**src/rtl/fetch_ctrl.sv**
```systemverilog
// Instruction-fetch sequencer: owns the PC, fetches from a combinational memory
// into a one-entry valid/ready slot, with redirect, run gating and zero-word halt.
module fetch_ctrl #(
  parameter logic [7:0] RESET_PC     = 8'h00,
  parameter bit         HALT_ON_ZERO = 1'b1
) (
  input  logic        clk,
  input  logic        reset,
  input  logic        run,
  input  logic        redirect_valid,
  input  logic [7:0]  redirect_pc,
  output logic [7:0]  imem_addr,
  input  logic [31:0] imem_data,
  output logic        inst_valid,
  input  logic        inst_ready,
  output logic [31:0] inst,
  output logic [7:0]  inst_pc,
  output logic        halted,
  output logic [15:0] fetch_count
);

  localparam int unsigned AW = 8;
  localparam int unsigned DW = 32;
  localparam int unsigned CW = 16;
  localparam logic [AW-1:0] ALIGN_MASK = AW'(8'hFC);
  localparam logic [AW-1:0] PC_RST     = RESET_PC & ALIGN_MASK;

  typedef enum logic [1:0] {
    IDLE  = 2'd0,
    FETCH = 2'd1,
    HALT  = 2'd2
  } state_t;

  state_t        state, state_d;
  logic [AW-1:0] pc, pc_d;
  logic [DW-1:0] inst_d;
  logic [AW-1:0] inst_pc_d;
  logic          inst_valid_d;
  logic [CW-1:0] fetch_count_d;

  logic slot_free;
  logic xfer;
  logic zero_word;

  assign imem_addr = pc;
  assign slot_free = !inst_valid || inst_ready;
  assign xfer      = inst_valid && inst_ready;
  assign zero_word = HALT_ON_ZERO && (imem_data == '0);

  // State register
  always_ff @(posedge clk or posedge reset) begin
    if (reset) state <= IDLE;
    else       state <= state_d;
  end

  // Next state and next datapath values; redirect overrides everything but the handshake count
  always_comb begin
    state_d       = state;
    pc_d          = pc;
    inst_d        = inst;
    inst_pc_d     = inst_pc;
    inst_valid_d  = inst_valid;
    fetch_count_d = fetch_count;

    if (xfer) begin
      inst_valid_d  = 1'b0;
      fetch_count_d = (fetch_count == '1) ? fetch_count : fetch_count + CW'(1);
    end

    if (redirect_valid) begin
      pc_d         = redirect_pc & ALIGN_MASK;
      inst_valid_d = 1'b0;
      state_d      = run ? FETCH : IDLE;
    end else begin
      unique case (state)
        IDLE: begin
          if (run) state_d = FETCH;
        end
        FETCH: begin
          if (!run) begin
            state_d = IDLE;
          end else if (slot_free) begin
            if (zero_word) begin
              // PC parks on the zero word so a later redirect-free resume is impossible
              state_d = HALT;
            end else begin
              inst_d       = imem_data;
              inst_pc_d    = pc;
              inst_valid_d = 1'b1;
              pc_d         = pc + AW'(4);
            end
          end
        end
        HALT: begin
          state_d = HALT;
        end
        default: begin
          state_d = IDLE;
        end
      endcase
    end
  end

  // Datapath and output registers
  always_ff @(posedge clk or posedge reset) begin
    if (reset) begin
      pc          <= PC_RST;
      inst        <= '0;
      inst_pc     <= '0;
      inst_valid  <= 1'b0;
      fetch_count <= '0;
      halted      <= 1'b0;
    end else begin
      pc          <= pc_d;
      inst        <= inst_d;
      inst_pc     <= inst_pc_d;
      inst_valid  <= inst_valid_d;
      fetch_count <= fetch_count_d;
      halted      <= (state_d == HALT);
    end
  end

endmodule
```
**config.mk**
```make
export PLATFORM = sky130hd
export DESIGN_NAME = fetch_ctrl
export DESIGN_NICKNAME = d
export VERILOG_FILES = /design/src/rtl/fetch_ctrl.sv
export SDC_FILE = /design/constraint.sdc
export NUM_CORES = 1
export LEC_CHECK = 0
export CORE_MARGIN = 3
export CORE_UTILIZATION = 47
export CTS_CLUSTER_DIAMETER = 200
export DETAILED_ROUTE_END_ITERATION = 8
export PLACE_DENSITY_LB_ADDON = 0.3
export SYNTH_ARGS = -nofsm -noshare
export SYNTH_HDL_FRONTEND = slang
export SYNTH_SLANG_ARGS = --single-unit
```
**constraint.sdc**
```tcl
create_clock -name clk -period 3.3 [get_ports clk]
set_input_delay 0.66 -clock clk [delete_from_list [all_inputs] [get_ports clk]]
set_output_delay 0.66 -clock clk [all_outputs]
set_load 0.05 [all_outputs]
```
======== After elaboration in Yosys (flattened, before gate mapping) ========
Cells that the tools add are included.
storage, ports and cells
  register bits after elaboration ......... 68
  input port bits ......................... 45
  logic and storage cells ................. 46
cells by class
  add/sub/neg operators ................... 2
  equal/unequal tests ..................... 5
  mux-type cells .......................... 18
  bitwise operators ....................... 3
  reduce and logical (&&, ||, !) cells .... 11
operator list
  kind                   count
  $mux 8                 5
  $logic_not 32->1       1
  $add 16x1->16 const B  1
  $eq 16x16->1 const B   1
  $mux 2                 5
  $add 8x3->8 const B    1
  $mux 1                 7
  $pmux 2 s3             1
  $reduce_bool 2->1      3
  $reduce_and 5->1       1
  $eq 2x2->1 const B     2
  $reduce_and 4->1       1
  $not 1->1              3
  $eq 2x1->1 const B     1
  $logic_not 2->1        1
  $ne 2x2->1 const B     1
  $reduce_and 2->1       1
  $logic_and 1x1->1      1
  $logic_not 1->1        1
  $logic_or 1x1->1       1

======== Longest topological paths before layout ========
Gate-level depths: netlist of the first run.
  depth in word-level cells ............... 7
  gate-level depth with buffers ........... 7
  gate-level depth less buffers ........... 6

======== Worst setup path after synthesis of the first run ========
No wires, ideal clock.
  path type ............................... input to register
  start ................................... input imem_data[20]
  end ..................................... register inst[10]
  setup time .............................. 0.125 ns
  arrival time ............................ 2.124 ns
  data required time ...................... 3.175 ns
  setup slack ............................. 1.051 ns
  stages on the path ...................... 7
  cells stage by stage .................... nor4_1 -> nand4_1 -> o21ai_2 -> nand2b_4 -> buf_12 -> buf_12 -> mux2_4
on the way
  word-level cells in the longest chain between the ends .. 3
RTL lines
  what                               line  RTL
  start, declared                    13    input logic [31:0] imem_data,
  $logic_not 32->1                   48    assign zero_word = HALT_ON_ZERO && (imem_data == '0);
  $not 1->1 (no source line)         --
  $reduce_and 5->1 (no source line)  --
  end signal, assigned               115   inst <= inst_d;
  end, declared                      16    output logic [31:0] inst,
Every way passes these cells.
A chain may end at the register's enable or synchronous reset.

======== Final worst setup path of the first run ========
  start ................................... input imem_data[10]
  end ..................................... register inst[30]
The elaborated chain is that of the path after synthesis.

==> flow_summary.yaml, run 1 <==
outcome:
  status: "finished clean"
floorplanning:
  initial_core_util_pct: 50.21
  core_region_area_mm2: 0.005709
  die_area_mm2: 0.007072
  die_w_um: 84.10
  ios: 111
  num_rows: 27
  die_h_um: 84.10
clock_network:
  root_buffer: "clkbuf_8"
  clkSlewWorstSetupHoldPaths_ns: 0.07
  cts_resized: 0
  clk-insertion-delay-late_ns: 0.34
  h-tree-depth: 3
  cts_buffers: 9
  cts_buffer_depth: 2
  cts.sinks: 64
  cts_tree: "done"
  cts.hold.buffers_added: 0
  cts_setup_buffers: 0
timing:
  tightest_slew_ns: 0.6053
  setup_viol: 0
  drv_slew: 0
  whs_ns: 0.5043
  setup_tns_ns: 0
  fin_ws_ns: 0.5299
  timing.fmax_mhz: 361.0
  fin_crit_ns: 2.770
  finalCritPeriodShare_pct: 83.94
  relSlewSlack_pct: 59.59
  hold_viol: 0
  clock_skew_ns: 0.01048
  rsz0062_at_grt: "false"
layout:
  final_core_util_pct: 73.22
  stdcell_count: 409
  nets: 379
  regArea_mm2: 0.001602
  n_antenna_cell: 0
  area.growth.synth_to_final_pct: 45.83
  drive_gt1_share_pct: 18.99
  design_area_mm2: 0.004180
  multi_input_area_mm2: 0.001145
  fill_cells: 404
yosys:
  ys_types: 32
  synthCells: 220
  ys_seq_area_share_pct: 55.87
  synth_warnings: 0
  synth_top_area_share_pct: 55.87
  synth.avg_cell_area_um2: 13.03
  async_reset_ff_share_pct: 100.0
  synth_edf_count: 0
  syn-cell-area_mm2: 0.002866
  ys.flop_type: "dfrtp_1"
  yosys.area.top_type: "dfrtp_1"
  synthTopCellsByArea: "dfrtp_1 (56%), mux2_4 (10%), mux2_2 (7.1%)"
  synth.most_common_cell: "dfrtp_1"
  synth_common_cells: "dfrtp_1 (64), mux2_4 (20), mux2_2 (18), nand2_1 (16)"
  synth-seq-cells: 64
min_path:
  min_path_cells: 1
  hp-class: "reg2reg"
route:
  remaining_drc_errors: 0
  drt_first_pass_iters: 4
  wl_per_cell_um: 16.35
  avgViaCountPerCell: 5.181
  ant_nets: 0
  num_vias: 2119
  initialDrtViolationCount: 115
  routed_wl_um: 6689
grt:
  grt_pass1_vias: 2175
  overflow: 0
  grt_max_degree: 31
  antenna_found_initial: 0
  grt_pass1_wl_um: 11200
  grt_usage_pct: 20.28
critical_path:
  end_kind: "flip-flop"
  crit_chain: "clkdlybuf4s50_1, nor4_1, nand4_1, o21ai_2, nand2b_4, buf_12, mux2_2"
  cp_slowest_cell: "clkdlybuf4s50_1"
  required_ns: 3.52
  worstSetupStartpointType: "primary input"
  slowest_delay_ns: 0.44
  crit_arrival_ns: 2.99
  cp_top_family: "simple AND/OR/NAND/NOR gates"
  cp_max_fo: 15
  crit_cells: 7
  rr_worst_depth: 6
  crit_type: "in2reg"
  cp_num_buf_inv: 2
placement:
  port_buffers: 104
  dp.cells: 393
  gp_congestion: 0.7693
  hpwl_um: 4987
  place_area_mm2: 0.003963
  pre_cts_slack_ns: 0.2240
power_and_ir_drop:
  swShare_pct: 37.03
  internal_power_mw: 1.752
  peakVddDrop_mv: 0.4365
  p_leak_nw: 1.870
  total_power_mw: 2.782
  power.share.clock_pct: 26.0
  power_density_mw_per_mm2: 665.5
  seq_power_share_pct: 36.4
  p_sw_mw: 1.030
  combinationalPowerShare_pct: 37.7
run:
  maxCapViolCount: 0
## logic make-up after synthesis
logic type      Yosys count  synth area share, %
mux                      39                17.90
fa+ha+maj                 2               0.8728
other cells               1               0.1308
buf+inv                  17                4.583
simple gates             62                11.39
compound gates           16                3.448
xor+xnor                 19                5.805
flops                    64                55.87
## routing by layer
layer / global-route usage (%) / share of wire (%)
met3: 4.344 / 5.3
met1: 26.96 / 45
met4: 8.772 / 1.8
met2: 31.92 / 48
met5: 0 / 0
## worst paths after layout
check                                 from               to  slack (ns)
max                          imem_data[10]         inst[30]        0.53
min                        fetch_count[15]  fetch_count[15]        0.50
max reg2reg                 fetch_count[0]  fetch_count[10]        1.28
min reg2reg                fetch_count[15]  fetch_count[15]        0.50
max in group asynchronous            reset          inst[4]        1.86
min in group asynchronous            reset         inst[20]        0.72
## area by class of cell
| class | instances | share of cell area [%] |
|---|---|---|
| Clock buffer | 14 | 4.370 |
| Clock inverter | 2 | 0.8381 |
| Multi-Input combinational cell | 142 | 27.39 |
| Timing Repair Buffer | 109 | 26.40 |
| Inverter | 6 | 0.5388 |
| Tap cell | 72 | 2.155 |
| Sequential cell | 64 | 38.31 |
## power by group through the flow
stage	Sequential, mW	Combinational [mW]	Clock [mW]
2_1_floorplan	1.48	0.216	0
3_3_place_gp	1.02	1.04	0
3_5_place_dp	1.03	1.05	0
4_1_cts	1.01	1.06	0.728
5_1_grt	1.03	1.09	0.765
6_report	1.01	1.05	0.723
## layout by cell type (no fill, tap or decap), types with 3 or more instances in the layout
cell type        instances
mux2_2                  18
dfrtp_1                 64
nor2_1                  11
nor4_1                  11
o21ai_0                  5
o211ai_1                 3
inv_1                    5
mux2_4                  20
xnor2_1                  8
clkdlybuf4s50_1        104
a21oi_1                  4
xor2_1                  11
conb_1                   4
clkbuf_8                13
nand2_1                 16
nand4_1                  7
buf_4                    3
nand3_1                  5
## sequential cells by signal, indices dropped and copies added, names as in the netlist
| signal | flops |
|---|---|
| inst_pc | 6 |
| state | 2 |
| inst_valid | 1 |
| inst | 32 |
| imem_addr | 6 |
| halted | 1 |
| fetch_count | 16 |
Power figures use the tool's default switching activity.
==> inputs of run 2 (changes only) <==
CORE_UTILIZATION = 39   (was 47)
clock period = 2.2 ns   (was 3.3 ns; I/O delays follow)
==> run 2 against run 1 <==
Net effect:
- clock power rose by 63%
- final area rose by 7.0%
- utilization fell by 8.8 points
- cell count rose by 11%
- combinational power rose by 53%
- routed wire length rose by 3.3%
- worst setup slack got worse by 0.53 ns
- via count rose by 1.8%
==> flow_summary.yaml, run 2 (synthesized netlist as in run 1, its figures left out) <==
clock_network:
  clk-insertion-delay-late_ns: 0.33
  cts_tree: "done"
  clkSlewWorstSetupHoldPaths_ns: 0.07
  cts.sinks: 64
  h-tree-depth: 3
  cts_buffers: 9
  cts_buffer_depth: 2
  root_buffer: "clkbuf_8"
power_and_ir_drop:
  combinationalPowerShare_pct: 37.3
  seq_power_share_pct: 35.3
  power.share.clock_pct: 27.4
  p_sw_mw: 1.566
  peakVddDrop_mv: 0.5139
  total_power_mw: 4.305
  swShare_pct: 36.37
  p_leak_nw: 2.024
  power_density_mw_per_mm2: 962.4
  internal_power_mw: 2.739
timing:
  finalCritPeriodShare_pct: 99.87
  timing.fmax_mhz: 455.1
  fin_crit_ns: 2.197
  hold_viol: 0
  setup_viol: 0
  drv_slew: 0
  tightest_slew_ns: 0.5479
  clock_skew_ns: 0.007631
  relSlewSlack_pct: 63.36
critical_path:
  crit_chain: "clkdlybuf4s50_1, nor4_1, nand4_1, o21ai_2, nand2b_4, clkbuf_16, mux2_2"
  crit_arrival_ns: 2.41
  cp_max_fo: 7
  startpoint: "imem_data[7]"
  cp_num_buf_inv: 2
  worstSetupStartpointType: "primary input"
  end_kind: "flip-flop"
  reg2reg_from: "fetch_count[0]"
  cp_slowest_cell: "clkdlybuf4s50_1"
  slowest_delay_ns: 0.45
  cp_top_family: "simple AND/OR/NAND/NOR gates"
  required_ns: 2.41
  crit_type: "in2reg"
layout:
  nets: 398
  final_common_cell: "clkdlybuf4s50_1"
  area.growth.synth_to_final_pct: 56.05
  regMostFlops: "inst"
  mostFrequentLayoutCells: "clkdlybuf4s50_1 (100), dfrtp_1 (63), mux2_4 (20), mux2_2 (18), buf_4 (18)"
  final_core_util_pct: 64.41
  fill_cells: 554
  largest_reg_flops: 32
  reg_top3: "inst (32), fetch_count (16)"
  drive_gt1_share_pct: 25.28
  stdcell_count: 452
  design_area_mm2: 0.004473
  n_antenna_cell: 0
grt:
  grt_pass1_wl_um: 11100
  grt_usage_pct: 16.58
  antenna_found_initial: 0
  grt_max_degree: 65
  grt_pass1_vias: 2213
  overflow: 0
placement:
  port_buffers: 104
  place_area_mm2: 0.004126
  hpwl_um: 4988
  dp.cells: 433
  gp_congestion: 0.7768
min_path:
  hp-class: "in2reg"
  min_from: "imem_data[17]"
route:
  drt_first_pass_iters: 4
  ant_nets: 0
  routed_wl_um: 6912
  remaining_drc_errors: 0
  avgViaCountPerCell: 4.772
  initialDrtViolationCount: 57
  num_vias: 2157
  wl_per_cell_um: 15.29
floorplanning:
  die_w_um: 91.73
  ios: 111
  core_region_area_mm2: 0.006944
  die_h_um: 91.73
  num_rows: 30
  initial_core_util_pct: 41.28
  die_area_mm2: 0.008414
outcome:
  status: "finished clean"
run:
  maxCapViolCount: 0
[run 2: through the flow]
step	setup slack, ns	setup TNS (ns)	hold slack (ns)
final	0.002797	0	0.4229
after global placement	-0.2853	-9.492	0.4808
after CTS	0.02012	0	0.5012
after global routing	-0.05414	-0.8874	0.4205
after floorplan	0.004353	0	0.5484
after detailed placement	-0.3658	-12.15	0.4881
[run 2: cell type report]
| type | count | area (um2) | share of cell area (%) |
|---|---|---|---|
| multi-input combinational | 142 | 1176 | 26.29 |
| clock inverter | 4 | 75.07 | 1.678 |
| tap | 96 | 120.1 | 2.685 |
| inverter | 6 | 22.52 | 0.5035 |
| timing repair buffer | 128 | 1311 | 29.31 |
| sequential | 64 | 1603 | 35.83 |
| clock buffer | 12 | 165.2 | 3.692 |
[run 2: power by group through the flow]
stage / clock [mW] / combinational (mW) / sequential, mW
CTS: 1.21 / 1.61 / 1.52
global route: 1.25 / 1.67 / 1.55
floorplan: 0 / 0.324 / 2.23
finish: 1.18 / 1.61 / 1.52
global placement: 0 / 1.58 / 1.53
detailed placement: 0 / 1.60 / 1.54
[run 2: repair_timing]
| action | 4_1_cts | 5_1_grt |
|---|---|---|
| hold buffers | 0 | 0 |
| cloned | 0 | 2 |
| setup endpoints to repair | 3 | 26 |
| gates resized for setup | 1 | 10 |
| pin swaps | 0 | 5 |
| buffers inserted | 0 | 1 |
[run 2: routing by layer]
layer / share of wire, % / up-vias / routed length (um) / global-route usage, %
li1: - / 1030 / - / -
met1: 45 / 1045 / 3080 / 21.67
met2: 48 / 74 / 3344 / 26.78
met3: 5.7 / 8 / 392 / 3.856
met4: 1.3 / 0 / 93 / 6.312
met5: 0 / - / 0 / 0
[run 2: path summary, 6_finish.rpt]
path,slack (ns),cells past startpoint,endpoint
worst min-delay path,0.42,2,inst[17]
min in group asynchronous,0.50,3,inst[11]
worst min register to register,0.50,1,fetch_count[15]
worst max register to register,0.29,6,fetch_count[15]
max in group asynchronous,1.41,3,fetch_count[0]
worst max-delay path,0.003,7,inst[26]
==> inputs of run 3 (changes only) <==
CTS_CLUSTER_DIAMETER = 30   (was 200)
==> results of run 3 <==
Final layout, timing and power as in run 2 (identical DEF).
